[src/rtl/k12_sync_fifo.sv]
// First-word-fall-through synchronous FIFO; a push into a full FIFO is taken
// when a pop happens in the same cycle.
module k12_sync_fifo #(
    parameter int unsigned WIDTH = 41,
    parameter int unsigned DEPTH = 4
) (
    input  logic             clk,
    input  logic             rst,
    input  logic             push,
    input  logic [WIDTH-1:0] din,
    input  logic             pop,
    output logic [WIDTH-1:0] dout,
    output logic             empty,
    output logic             full
);

    localparam int unsigned AW = (DEPTH > 1) ? $clog2(DEPTH) : 1;
    localparam int unsigned CW = AW + 1;

    logic [WIDTH-1:0] mem_q [DEPTH];
    logic [AW-1:0]    wr_ptr_q, wr_ptr_d;
    logic [AW-1:0]    rd_ptr_q, rd_ptr_d;
    logic [CW-1:0]    count_q, count_d;
    logic             push_ok;
    logic             pop_ok;

    assign empty = (count_q == '0);
    assign full  = (count_q == CW'(DEPTH));
    assign dout  = mem_q[rd_ptr_q];

    // Accept/advance decisions and next pointer/occupancy values.
    always_comb begin
        pop_ok   = pop && !empty;
        push_ok  = push && (!full || pop_ok);
        wr_ptr_d = wr_ptr_q;
        rd_ptr_d = rd_ptr_q;
        count_d  = count_q + CW'(push_ok) - CW'(pop_ok);
        if (push_ok) wr_ptr_d = wr_ptr_q + AW'(1);
        if (pop_ok)  rd_ptr_d = rd_ptr_q + AW'(1);
    end

    // Pointer and occupancy registers.
    always_ff @(posedge clk) begin
        if (rst) begin
            wr_ptr_q <= '0;
            rd_ptr_q <= '0;
            count_q  <= '0;
        end else begin
            wr_ptr_q <= wr_ptr_d;
            rd_ptr_q <= rd_ptr_d;
            count_q  <= count_d;
        end
    end

    // Storage array; contents are don't-care until written.
    always_ff @(posedge clk) begin
        if (push_ok) mem_q[wr_ptr_q] <= din;
    end

endmodule

[config.mk]
export PLATFORM = sky130hd
export DESIGN_NAME = k12_sync_fifo
export DESIGN_NICKNAME = d
export VERILOG_FILES = /design/src/rtl/k12_sync_fifo.sv
export SDC_FILE = /design/constraint.sdc
export NUM_CORES = 1
export LEC_CHECK = 0
export ABC_AREA = 0
export ABC_CLOCK_PERIOD_IN_PS = 2600
export CAP_MARGIN = 40
export CORE_MARGIN = 2
export CORE_UTILIZATION = 30
export DETAILED_ROUTE_END_ITERATION = 10
export DONT_BUFFER_PORTS = 1
export GPL_TIMING_DRIVEN = 0
export HOLD_SLACK_MARGIN = 0.1
export RECOVER_POWER = 100
export SETUP_SLACK_MARGIN = 0.1
export SYNTH_ARGS = -nofsm -noshare
export SYNTH_HDL_FRONTEND = slang
export SYNTH_SLANG_ARGS = --single-unit
[constraint.sdc]
create_clock -name clk -period 2.6 [get_ports clk]
set_input_delay 0.52 -clock clk [delete_from_list [all_inputs] [get_ports clk]]
set_output_delay 0.52 -clock clk [all_outputs]
set_load 0.005 [all_outputs]
Word-level counts from Yosys, hierarchy flattened
Memories as Yosys holds them, arrays and structs flattened. A register that Yosys moved wholly into a read port is not among the register bits.
Cells that the tools add are included.
- register bits: 7
- bits in writable memories: 164
- input port bits: 45
- memories: 1
- memories (name ; depth ; width ; read ports ; clocked after Yosys merged registers in ; write ports ; line ; text):
    mem_q ; 4 ; 41 ; 1 ; 1 ; 1 ; 20 ; logic [WIDTH-1:0] mem_q [DEPTH];
- add/sub/neg operators: 4
- equal/unequal tests: 1
- muxes and demuxes: 4
- reductions and logical operators: 6
- operators with widths (cell ; number):
    adder 2 x 1 -> 2 bit (second input constant) ; 2
    2-to-1 mux 2 bit ; 2
    adder 3 x 1 -> 3 bit ; 1
    equality test 3 bit (second input constant) ; 1
    zero test 3 bit ; 1
    subtractor 3 x 1 -> 3 bit ; 1
    logical AND 1 bit ; 2
    zero test 1 bit ; 2
    2-to-1 mux 1 bit ; 2
    logical OR 1 bit ; 1

Logic depth before layout (Yosys ltp)
Gate-level depths: netlist of run 1.
- depth after elaboration: 7
- mapped depth: 8

Worst setup path after synthesis of run 1
Ideal clock, no wire load.
- kind: reg-to-reg
- start: reg count_q[1]
- end: reg count_q[2]
- library setup time: 126 ps
- data arrival time: 1955 ps
- required time: 2474 ps
- slack: 519 ps
- cell stages (with the launch flop): 9
- cell sequence: dfxtp_1 -> o31ai_2 -> or2_1 -> a21bo_2 -> ha_1 -> fa_1 -> xnor2_1 -> xnor2_1 -> nor2_1
- longest elaborated chain between the ends: 7
- elaborated cells on any way between the ends: 9
- RTL lines (what ; line ; text):
    start, declared ; 23 ; logic [CW-1:0] count_q, count_d;
    start signal, assigned ; 51 ; count_q <= count_d;
    zero test 3 bit ; 27 ; assign empty = (count_q == '0);
    zero test 1 bit ; 33 ; pop_ok = pop && !empty;
    logical AND 1 bit ; 33 ;
    logical OR 1 bit ; 34 ; push_ok = push && (!full || pop_ok);
    logical AND 1 bit ; 34 ;
    adder 3 x 1 -> 3 bit ; 37 ; count_d = count_q + CW'(push_ok) - CW'(pop_ok);
    subtractor 3 x 1 -> 3 bit * ; 37 ;
Every way passes the cells marked *; elsewhere a longest branch is shown, timed or not.
A chain may end at the register's enable or synchronous reset.

Worst setup path after layout of run 1
Ends and elaborated chain as after synthesis.

==> results of run 1 <==
==> worst max-delay path: cells and delay by family (launching register included) <==
kind	cells	cell delay (ns)
AO/OA/AOI/OAI	2	0.63
XOR/XNOR	2	0.33
adder cells (fa/ha/maj)	2	0.59
flip-flops	1	0.40
AND/OR/NAND/NOR	2	0.28
==> routing by layer <==
metal | routed length (um) | global-route usage
met2 | 6390 | 0.1889
met5 | 0 | 0
met3 | 764 | 0.04759
met1 | 4558 | 0.1186
met4 | 102 | 0.03972
==> registers in the layout, summed over array words and instances (netlist names), named ones only <==
name	cells
wr_ptr_q	2
mem_q	164
rd_ptr_q	2
count_q	3
==> how the worst min path moves through the flow <==
stage,slack (ns),endpoint,cells past startpoint
floorplan,0.48,wr_ptr_q[1],2
CTS,0.17,mem_q[2][40],0
global route,0.16,mem_q[2][40],0
global placement,0.49,wr_ptr_q[1],2
finish,0.20,mem_q[0][1],0
detailed placement,0.51,wr_ptr_q[1],2
==> final cells by class <==
class                           instances  area (um2)  area share
Clock inverter                         13       137.6     0.01836
Clock buffer                           19       432.9     0.05775
Tap cell                              275       344.1     0.04590
Multi-Input combinational cell         74        1310      0.1748
Timing Repair Buffer                    4       67.56    0.009014
Buffer                                 11       83.83     0.01118
Inverter                                4       15.01    0.002003
Sequential cell                       173        5105      0.6810
==> where the power goes <==
group          switching (mW)  internal (mW)
sequential             0.0937           3.33
combinational           0.662          0.651
clock                    1.01           1.42
==> placed cells by master, fill, tap and decap left out, types with 3 or more instances in the layout <==
master	count
sky130_fd_sc_hd__clkbuf_2	4
sky130_fd_sc_hd__mux4_2	17
sky130_fd_sc_hd__clkinv_2	4
sky130_fd_sc_hd__clkbuf_16	17
sky130_fd_sc_hd__edfxtp_1	164
sky130_fd_sc_hd__clkbuf_1	4
sky130_fd_sc_hd__nor2_1	6
sky130_fd_sc_hd__buf_6	5
sky130_fd_sc_hd__inv_1	4
sky130_fd_sc_hd__ha_1	5
sky130_fd_sc_hd__and2_1	3
sky130_fd_sc_hd__dfxtp_1	9
sky130_fd_sc_hd__mux4_1	24
sky130_fd_sc_hd__inv_6	3
sky130_fd_sc_hd__buf_12	3
==> stage by stage <==
step / util / setup WS (ns)
6_report: 0.3544 / 0.2707
5_1_grt: 0.3544 / 0.1024
4_1_cts: 0.3551 / 0.2239
3_5_place_dp: 0.3281 / 0.2963
3_3_place_gp: 0.3244 / 0.3129
2_1_floorplan: - / 0.5187
==> logic make-up (layout without fill, tap and decap cells) <==
logic type                 after synthesis  in the layout  share of synthesized area
AOI/OAI and AO/OA                        4              4                   0.007679
xor gates and xnor gates                 4              4                   0.005376
adders and majority gates                6              6                    0.01267
buffers and inverters                   15             51                    0.01516
DFF                                    173            173                     0.7833
muxes                                   43             43                     0.1593
and+or+nand+nor                         17             17                    0.01651
==> impl_results.md, run 1 <==
- Status: complete, no violations
- Arrival time of data at the critical path endpoint: 2.62 ns
- Avg Inst Size Synth: 24.88 um2
- List of cells traversed by the critical path: o31ai_2 > or2_0 > a21bo_2 > ha_1 > fa_1 > xnor2_1 > xnor2_1 > nor2_1
- Syn. warnings: 0
- Area of placed instances: 0.006942 mm2
- Total clock buffers created by CTS: 17
- Type of destination of the critical path: flip-flop
- RSZ-0062 raised after global routing: no
- Final #Nets: 336
- Share of async-settable or async-resettable flops after synthesis: 0
- Most numerous cell in the Yosys netlist: sky130_fd_sc_hd__edfxtp_1
- DRT iter0 DRCs: 113
- Insertion delay to the later sink of the worst-skew pair: 0.41 ns
- Worst reg-to-reg path cell count: 8
- Hold-fix buffer count after cts: 0
- Critical path endpoint: count_q[2]
- Die outline area: 0.02292 mm2
- Final number of hold-violating endpoints: 0
- Layout cells sized above 1: 0.2181
- Worst-case register-to-register setup slack: 0.27 ns
- Setup clock skew after layout: 0.008336 ns
- Peak ir drop on the vdd network: 0.4037 mV
- Final Max Slew Viols: 0
- Class of the tightest hold or removal check: in -> reg
- Post-CTS clock slew at the launch and capture registers of the worst setup and hold paths: 0.07 ns
- Setup violations, final: 0
- Type of origin of the critical path: flip-flop
- Leading register cell type out of synthesis: sky130_fd_sc_hd__edfxtp_1
- Max Cap Viol: 0
- Yosys top cell by area: sky130_fd_sc_hd__edfxtp_1
- Number of clock sinks: 173
- Post-layout instance area: 0.007496 mm2
- Number of detailed-route iterations in the first pass: 4
- Standard-cell rows: 53
- Critical Path Max Stage Delay: 0.40 ns
- Vias in the first global route: 2955
- Average wire per cell in the routed design: 20.62 um
- Most Frequent Cell on Critical Path: sky130_fd_sc_hd__xnor2_1
- H-Tree Level Count: 4
- Quantity of gates resized following cts: 0
- Total detailed-routing wirelength: 11820 um
- Setup TNS after final layout: 0 ns
- Clock tree from TritonCTS: yes
- Areal power density over the cells: 956.5 mW/mm2
- Worst Setup Path Type: reg -> reg
- Final worst path period share: 0.8959
- End of the worst register-to-register path: count_q[2]
- Synth cell count leaders: 164 x sky130_fd_sc_hd__edfxtp_1, 24 x sky130_fd_sc_hd__mux4_1, 17 x sky130_fd_sc_hd__mux4_2, 9 x sky130_fd_sc_hd__dfxtp_1, 6 x sky130_fd_sc_hd__nor2_1
- Global route overflow: 0
- Yosys cell types: 26
- FF-to-FF Start: count_q[1]
- Detailed-route via count: 2679
- Post-route DRC violation count: 0
- Buffers on Ports: 0
- Die Span X: 151.4 um
- Total I/O pin count: 88
- Die Y-Extent: 151.4 um
- Number of nets with antenna violations after routing: 0
- Antenna cells: 0
- Synthesized instance count: 262
- DR vias/cell: 4.675
- Maximum fanout encountered on the critical timing path: 6
- Number of enable-type register cells in the synthesized netlist: 164
- Pin count of the biggest net entering global routing: 27
- GRT Overall Usage: 0.1091
- Final hold slack: 0.1971 ns
- Final weighted congestion in routability-driven placement: 0.6322
- Placed wire-length estimate: 7518 um
- Flop and latch count out of synthesis: 173
- Part of the Yosys area used for sequential elements: 0.7833
- Fill cell instance count of the final layout: 1901
- Core Region: 0.02115 mm2
- Post-CTS setup buffers: 0
- Antenna violations before repair: 0
- Critical path launch point: count_q[1]
- Post-route non-filler standard cell count: 573
- Largest buffer count on any clock path: 2
- Crit path max-delay cell type: sky130_fd_sc_hd__dfxtp_1
- Count of placed standard cells including taps: 541
- Lkg Pwr: 2.375 nW
- Min Clock Period, post-route: 2.329 ns
- Launch instance of the worst min-delay path: din[1]
- Buffer cell driving the clock tree root: sky130_fd_sc_hd__clkbuf_16
- Leading post-synthesis cells by cell area: sky130_fd_sc_hd__edfxtp_1 76%, sky130_fd_sc_hd__mux4_1 9.7%, sky130_fd_sc_hd__mux4_2 5.9%
- First-pass GRT wire length: 17600 um
- Data required time of the worst path: 2.89 ns
- Measured slew at the worst slew-check pin: 0.9627 ns
- Share of the synthesized area in the top cell type: 0.7556
- Combined area of all synthesized cells: 0.006518 mm2
- Initial standard-cell utilization of the core: 0.3081
- Total nets after synthesis: 313
- Post-synthesis to final-layout area growth: 15.01%
- Relative slew margins: 0.3582
- Post-layout total power: 7.170 mW
- Maximum clock rate: 0.4293 GHz
No activity file was read; power rests on OpenSTA's default activity.
==> run 2: changes to the inputs <==
BUFFER_PORTS_ARGS = -buffer_cell sky130_fd_sc_hd__buf_2   (was default)
DONT_BUFFER_PORTS = default   (was 1)
SETUP_SLACK_MARGIN = 0.3   (was 0.1)
==> impl_results.md, run 2 (synthesis results as in run 1) <==
- Clock Power Share: 0.312 (-0.027)
- Global route overflow: 0 (unchanged)
- Maximum fanout encountered on the critical timing path: 7 (+1)
- Number of nets with antenna violations after routing: 0 (unchanged)
- Initial standard-cell utilization of the core: 0.3081 (unchanged)
- Largest register FFs: 164 (unchanged)
- Lkg Pwr: 2.576 nW (+8.5%)
- Type of origin of the critical path: flip-flop
- Total clock buffers created by CTS: 17 (unchanged)
- Setup violations, final: 0 (unchanged)
- Antenna cells: 0 (unchanged)
- Total detailed-routing wirelength: 12580 um (+6.4%)
- Status: complete, no violations
- Antenna violations before repair: 0 (unchanged)
- Standard-cell rows: 53 (unchanged)
- Number of clock sinks: 173 (unchanged)
- Maximum clock rate: 0.4263 GHz (-0.70%)
- Die outline area: 0.02292 mm2 (unchanged)
- Most frequent cells in the layout: 164 x sky130_fd_sc_hd__edfxtp_1, 66 x sky130_fd_sc_hd__clkbuf_1, 37 x sky130_fd_sc_hd__mux4_2, 22 x sky130_fd_sc_hd__buf_2, 21 x sky130_fd_sc_hd__clkbuf_16
- Data required time of the worst path: 2.90 ns (about the same)
- Fill cell instance count of the final layout: 1930 (+1.5%)
- Vias in the first global route: 3158 (+6.9%)
- Core Region: 0.02115 mm2 (unchanged)
- RSZ-0062 raised after global routing: yes
- Final worst path period share: 0.9022 (+0.006325)
- Die Y-Extent: 151.4 um (unchanged)
- Pre-CTS worst setup slack: 0.3041 ns (+0.007860 ns)
- Post-CTS clock slew at the launch and capture registers of the worst setup and hold paths: 0.07 ns (about the same)
- Register with the highest flop count: mem_q
- Average wire per cell in the routed design: 18.86 um (-8.6%)
- Relative slew margins: 0.4074 (+0.04918)
- Buffer cell driving the clock tree root: sky130_fd_sc_hd__clkbuf_16
- Die Span X: 151.4 um (unchanged)
- Final Max Slew Viols: 0 (unchanged)
- H-Tree Level Count: 4 (unchanged)
- Largest buffer count on any clock path: 2 (unchanged)
- Most common library cell in the layout ignoring fill and taps: sky130_fd_sc_hd__edfxtp_1
- Min setup slack post-route: 0.2542 ns (-0.01645 ns)
- Fraction of power spent switching nets: 0.2527 (+0.006750)
- Switching power summed over all nets: 1.987 mW (+13%)
- First-pass GRT wire length: 18030 um (+2.4%)
- Post-route DRC violation count: 0 (unchanged)
- Final number of hold-violating endpoints: 0 (unchanged)
- Top Registers: mem_q (164), count_q (3)
- Insertion delay to the later sink of the worst-skew pair: 0.42 ns (about the same)
- Class of the tightest hold or removal check: in -> reg
- GRT Overall Usage: 0.1098 (+0.0006837)
- Peak ir drop on the vdd network: 0.4111 mV (+1.8%)
- Setup clock skew after layout: 0.009787 ns (+0.001450 ns)
- Max Cap Viol: 0 (unchanged)
- Final weighted congestion in routability-driven placement: 0.6763 (+7.0%)
- Buffers on Ports: 86 (+86)
- Combinational share of power: 0.251 (+0.068)
- Pin count of the biggest net entering global routing: 29 (+7.4%)
- Post-synthesis to final-layout area growth: 23.33%
- DR vias/cell: 4.463 (-4.5%)
- Type of destination of the critical path: flip-flop
- Areal power density over the cells: 978.4 mW/mm2 (+2.3%)
- Clock tree from TritonCTS: yes
- Worst Setup Path Type: reg -> reg
- Proportion of power drawn by flip-flops and latches: 0.437 (-0.041)
- Layout cells sized above 1: 0.2959 (+0.07780)
- Setup TNS after final layout: 0 ns (unchanged)
- Placed wire-length estimate: 7695 um (+2.4%)
- Number of detailed-route iterations in the first pass: 4 (unchanged)
- DRT iter0 DRCs: 132 (+17%)
- Cell Int Power: 5.877 mW (+8.7%)
- Arrival time of data at the critical path endpoint: 2.65 ns (+0.03 ns)
- Detailed-route via count: 2977 (+11%)
- Total I/O pin count: 88 (unchanged)
- Measured slew at the worst slew-check pin: 0.8889 ns (-0.07377 ns)
- Final #Nets: 431 (+28%)
- Min Clock Period, post-route: 2.346 ns (+0.01645 ns)
==> run 2: cell types whose count changed in the layout (fill, tap and decap cells not counted), sizes merged <==
| cell | before | now |
|---|---|---|
| buf | 8 | 40 |
| clkinv | 6 | 4 |
| clkinvlp | 1 | 3 |
| clkbuf | 26 | 88 |
==> run 2: final cells by class <==
cell class / count / area [um2] / area share
Buffer: 11 / 138.9 / 0.01728
Sequential cell: 173 / 5110 / 0.6357
Inverter: 4 / 15.01 / 0.001868
Clock buffer: 18 / 429.2 / 0.05339
Multi-Input combinational cell: 74 / 1219 / 0.1516
Tap cell: 275 / 344.1 / 0.04281
Timing Repair Buffer: 99 / 643.1 / 0.08001
Clock inverter: 13 / 138.9 / 0.01728
==> run 2: worst paths after layout <==
check	start	to	slack (ns)	cells past startpoint
worst min-delay path	din[36]	mem_q[1][36]	0.35	1
worst max register to register	count_q[1]	count_q[2]	0.25	8
worst max-delay path	count_q[1]	count_q[2]	0.25	8
worst min register to register	wr_ptr_q[1]	wr_ptr_q[1]	0.52	2
==> run 2: critical path, cell delays in order (launching register included) <==
cell                       delay, ns
sky130_fd_sc_hd__dfxtp_1        0.36
sky130_fd_sc_hd__nor3b_1        0.49
sky130_fd_sc_hd__a21boi_4       0.17
sky130_fd_sc_hd__a21bo_2        0.24
sky130_fd_sc_hd__ha_1           0.19
sky130_fd_sc_hd__fa_1           0.37
sky130_fd_sc_hd__xnor2_1        0.20
sky130_fd_sc_hd__xnor2_1        0.15
sky130_fd_sc_hd__nor2_1         0.05
==> run 2: power by group through the flow <==
| stage | logic, mW | clock network [mW] | registers, mW |
|---|---|---|---|
| global route | 2.16 | 2.64 | 3.46 |
| finish | 1.97 | 2.46 | 3.43 |
| global placement | 1.61 | 0 | 3.47 |
| detailed placement | 1.72 | 0 | 3.49 |
| floorplan | 1.03 | 0 | 3.46 |
| CTS | 1.90 | 2.51 | 3.44 |
==> run 2: repair_timing <==
action                                  CTS  global route
resized for setup                        24            20
cloned                                    1             4
hold buffers                              0             0
buffers inserted                          1             1
endpoints found under the setup margin   41            33
pin swaps                                 0             1
==> run 2: metal layers <==
layer,wire (um),vias to the layer above,global-route usage
li1,-,1337,-
met1,5468,1558,0.1371
met2,6361,70,0.1817
met3,628,12,0.03554
met4,119,0,0.03505
met5,0,-,0
==> run 2: per-stage QoR <==
stage / hold slack, ns / utilization / power, mW / area [um2] / instances
floorplan: 0.4820 / - / 4.486 / 6518 / 262
global placement: 0.4915 / 0.3447 / 5.084 / 7292 / 623
detailed placement: 0.5191 / 0.3518 / 5.202 / 7442 / 629
CTS: 0.2890 / 0.3823 / 7.845 / 8088 / 662
global route: 0.3447 / 0.3800 / 8.262 / 8038 / 667
finish: 0.3533 / 0.3800 / 7.864 / 8038 / 667
